--- src/rtl/encrip.sv ---
// Chained stream cipher: 3-bit symbols extended with two parity bits, XORed
// with a 5-bit LFSR keystream, rotated, then chained with the previous output.
module encrip (
  input  logic       nRST,
  input  logic       clk,
  input  logic [2:0] Din,
  output logic [4:0] ECRo
);

  localparam logic [4:0] KEY_SEED = 5'b10101;

  logic [4:0] k;
  logic [4:0] k_next;
  logic [4:0] plain;
  logic [4:0] mix;
  logic [4:0] mix_rot;

  always_comb begin
    plain   = {Din, Din[2] ^ Din[1] ^ Din[0], Din[2] ^ Din[0]};
    mix     = plain ^ k;
    mix_rot = {mix[3:0], mix[4]};
    // x^5+x^3+1; the nonzero seed is the only guard against the all-zero state
    k_next  = {k[3:0], k[4] ^ k[2]};
  end

  // nRST is active-high despite its name
  always_ff @(posedge clk) begin
    if (nRST) begin
      ECRo <= 5'b00000;
      k    <= KEY_SEED;
    end else begin
      ECRo <= mix_rot ^ ECRo;
      k    <= k_next;
    end
  end

endmodule

--- config.mk ---
export PLATFORM = sky130hd
export DESIGN_NAME = encrip
export DESIGN_NICKNAME = d
export VERILOG_FILES = /design/src/rtl/encrip.sv
export SDC_FILE = /design/constraint.sdc
export NUM_CORES = 1
export LEC_CHECK = 0
export BUFFER_PORTS_ARGS = -buffer_cell sky130_fd_sc_hd__buf_4
export CAP_MARGIN = 20
export CORE_AREA = 2 2 39 41
export DETAILED_ROUTE_END_ITERATION = 8
export DIE_AREA = 0 0 41 43
export MAX_ROUTING_LAYER = met4
export PLACE_DENSITY = 0.59
export SLEW_MARGIN = 25
export SYNTH_ARGS = -nofsm -noshare
export SYNTH_HDL_FRONTEND = slang
export SYNTH_SLANG_ARGS = --single-unit
--- constraint.sdc ---
create_clock -name clk -period 1.05 [get_ports clk]
set_input_delay 0.0525 -clock clk [delete_from_list [all_inputs] [get_ports clk]]
set_output_delay 0.0525 -clock clk [all_outputs]
set_load 0.05 [all_outputs]
**Word level (Yosys, flattened, before mapping)**

Cells that the tools add are included.

- Bitwise gates (word level): 6

Operators by type and width:

| cell | count |
|---|---|
| $xor A5 B5 Y5 | 2 |
| $xor A1 B1 Y1 | 4 |

- Word-level logic and storage cells: 8
- Input bits: 5
- Output and inout port bits: 5
- Register bits: 10

**Logic depth before layout (Yosys ltp)**

- Depth after elaboration: 4
- Gate-level depth with buffers: 3
- Mapped depth without buffers: 3

**Worst setup path after synthesis**

Ideal clock, no wire load.

- Path type: register -> register
- Start point: register ECRo[2]
- End point: register ECRo[2]
- Library setup time: 0.126 ns
- Clock period less this slack: 1.215 ns
- Data required time: 0.924 ns
- Path buffers: 0
- Arrival: 1.089 ns
- Slack: -0.165 ns
- Cell stages (with the launch flop): 4
- Cells stage by stage: dfxtp_1 > xnor3_1 > xnor2_1 > nor2_1

- Cells in the longest elaborated chain, start to end: 1

RTL lines:

| element | RTL line | text |
|---|---|---|
| start, declared | 7 | `output logic [4:0] ECRo` |
| start signal, assigned | 32 | `ECRo <= mix_rot ^ ECRo;` |
| $xor A5 B5 Y5 | 32 |  |

No other way between the ends.
A chain may end at the register's enable or synchronous reset.

**Worst setup path after layout**

- Start point: register k[1]
- End point: register ECRo[2]

- Cells in the longest elaborated chain, start to end: 2

RTL lines:

| element | RTL line | text |
|---|---|---|
| start, declared | 12 | `logic [4:0] k;` |
| start signal, assigned | 33 | `k <= k_next;` |
| $xor A5 B5 Y5 | 20 | `mix = plain ^ k;` |
| $xor A5 B5 Y5 | 32 |  |

No other way between the ends.

==> summary.txt <==
Distinct cells, synth: 12
Tmin final: 961 ps
Final Cell Area: 508 µm²
clk sink count: 10
outcome: finished, final reports clean
largest area contributor in the netlist: dfxtp_1
I/O Buffers: 9
worst r2r src: k[1]
Buf+Inv Stages, Crit Path: 0
max incr delay on CP: 340 ps
fraction of layout cells with a size suffix above 1: 44.7%
initial antenna violation count: 0
Post-CTS Setup Inserts: 0
wire per inst: 9.06 µm
WP data required: 1210 ps
HP Class: input pin to flop
I/O Pins: 10
number of antenna repair diodes: 0
Post-Syn Instances: 35
Die Ht: 43 µm
drt pass-1 iters: 2
GPL Wtd Cong: 0.697
part of the cycle the worst path needs: 91.5%
Reg area: 206 µm²
first-pass GRT wire length: 869 µm
CP top delay family: XOR/XNOR gates
Max Fanout on Critical Path: 2
Syn. warnings: 0
Util after Layout: 36.7%
Crit-path slowest cell: dfxtp_1
TNS Setup: 0 ps
vias per inst: 3.86
sequential cell area fraction in the yosys report: 52.5%
Setup crit start: k[1]
Layout fillers: 144
f_max: 1040 MHz
DR iter-0 viols: 1
DR DRC count: 0
GR Util All Layers: 8.49%
DIE WIDTH: 41 µm
clk buf depth: 2
Starting Density: 27.6%
total CTS buffers: 3
maximum vdd ir drop: 647 µV
Post-Place Cell Area: 472 µm²
Hold Path Origin: nRST
static leakage: 0.225 nW
Slew Limit Headroom: 78.4%
number of H-tree levels: 1
Final Skew: 0.275 ps
multi-input logic area: 178 µm²
via count: 243
Area growth, synth to finish: 33.1%
largest net degree at the start of global routing: 11
CP startpoint kind: flop
clock latency on the worst-skew pair: 260 ps
Arrival @ worst endpoint: 1120 ps
Hold-fix buffers, CTS: 0
post-synth top area share: 52.5%
Root Buffer: clkbuf_4
Clk pin slew, worst setup/hold paths: 60 ps
RSZ-0062 raised after global routing: no
vias in the first global route: 210
Worst Max-Slew Pin Slew: 322 ps
CP Capture Type: flop
crit path kind: flop to flop
Cell Rows: 14
post-cts gate resize count: 0
power density over cell area: 2320 nW/µm²
max_cap viols: 0
die area: 1760 µm²
Core ar.: 1380 µm²
CP Cell Sequence: xnor3_1 -> xnor2_1 -> nor2_1
Mapped Area: 382 µm²
Fin. Hold Viols: 0
post-synthesis register bit count: 10
synth top area cells: dfxtp_1 52%, xnor2_1 11%, xor2_1 9.2%
TritonCTS clock tree: built
Total Wirelength: 571 µm
pre-CTS setup slack: 93.9 ps
Avg Cell Area, Syn: 10.9 µm²
Setup WS post-layout: 89.0 ps
syn nets: 40
Setup violations, final: 0
total grt overflow: 0
Layout Nets: 53
antenna-violating nets left: 0
Slew Viols, Final: 0
[cell usage in the layout (no fill, tap or decap)]
cell type and n:
and2_2 1, xor2_1 4, or2_2 2, buf_4 9
nor2_1 4, clkbuf_4 3, clkbuf_8 1, xnor2_1 5
nor2b_1 3, dfxtp_1 5, and2_1 1, dfxtp_2 5
nand2b_1 1, nor3_1 2, xnor3_1 1
[final timing paths]
path / slack (ps) / cells past startpoint / end
setup / recovery: 90 / 3 / ECRo[2]
setup reg to reg: 90 / 3 / ECRo[2]
hold reg to reg: 470 / 1 / k[4]
hold / removal: 10 / 2 / ECRo[2]
[metal layers]
metal / GRT usage [%] / part of all wire (%) / vias up
li1: - / - / 131
met2: 10.0 / 46 / 8
met4: 4.00 / 0 / 0
met5: - / 0 / -
met1: 8.52 / 43 / 104
met3: 9.42 / 11 / 0
[worst reg2reg max path, stage by stage (launching register included)]
cell and delay, ps:
dfxtp_1 340, xnor3_1 310, xnor2_1 150, nor2_1 50
[cells in the mapped netlist (all sizes together)]
| cell | n |
|---|---|
| nor2 | 4 |
| or2 | 2 |
| xnor3 | 1 |
| nor2b | 3 |
| clkbuf | 1 |
| nor3 | 2 |
| xnor2 | 5 |
| and2 | 2 |
| xor2 | 4 |
| dfxtp | 10 |
| nand2b | 1 |
[sequential cells by signal, summed over array words and instances (netlist names)]
name / count
k: 5
ECRo: 5
[kinds of logic (layout without fill, tap and decap cells)]
group / after synthesis / in the layout / synth area share (%)
and+or+nand+nor: 14 / 14 / 20.0
xor gates and xnor gates: 10 / 10 / 26.6
DFF: 10 / 10 / 52.5
buffers and inverters: 1 / 13 / 0.983
[where the power goes]
part / switching, mW / internal [mW] / total [mW]
clock: 0.134 / 0.211 / 0.344
sequential: 0.0348 / 0.443 / 0.477
combinational: 0.208 / 0.151 / 0.359
total: 0.376 / 0.804 / 1.18
[layout make-up]
type                       instances  share of cell area (%)
clock buffer                       4                    7.14
timing repair buffer               9                    13.3
multi-input combinational         24                    35.0
sequential                        10                    40.6
tap                               16                    3.94
[per-stage QoR]
stage | instances | power, mW | hold slack (ps)
CTS | 63 | 1.20 | 6.05
finish | 63 | 1.18 | 11.8
floorplan | 35 | 0.757 | 222
global route | 63 | 1.25 | 0.466
global placement | 59 | 0.846 | 293
detailed placement | 59 | 0.850 | 293
Power figures use the tool's default switching activity.
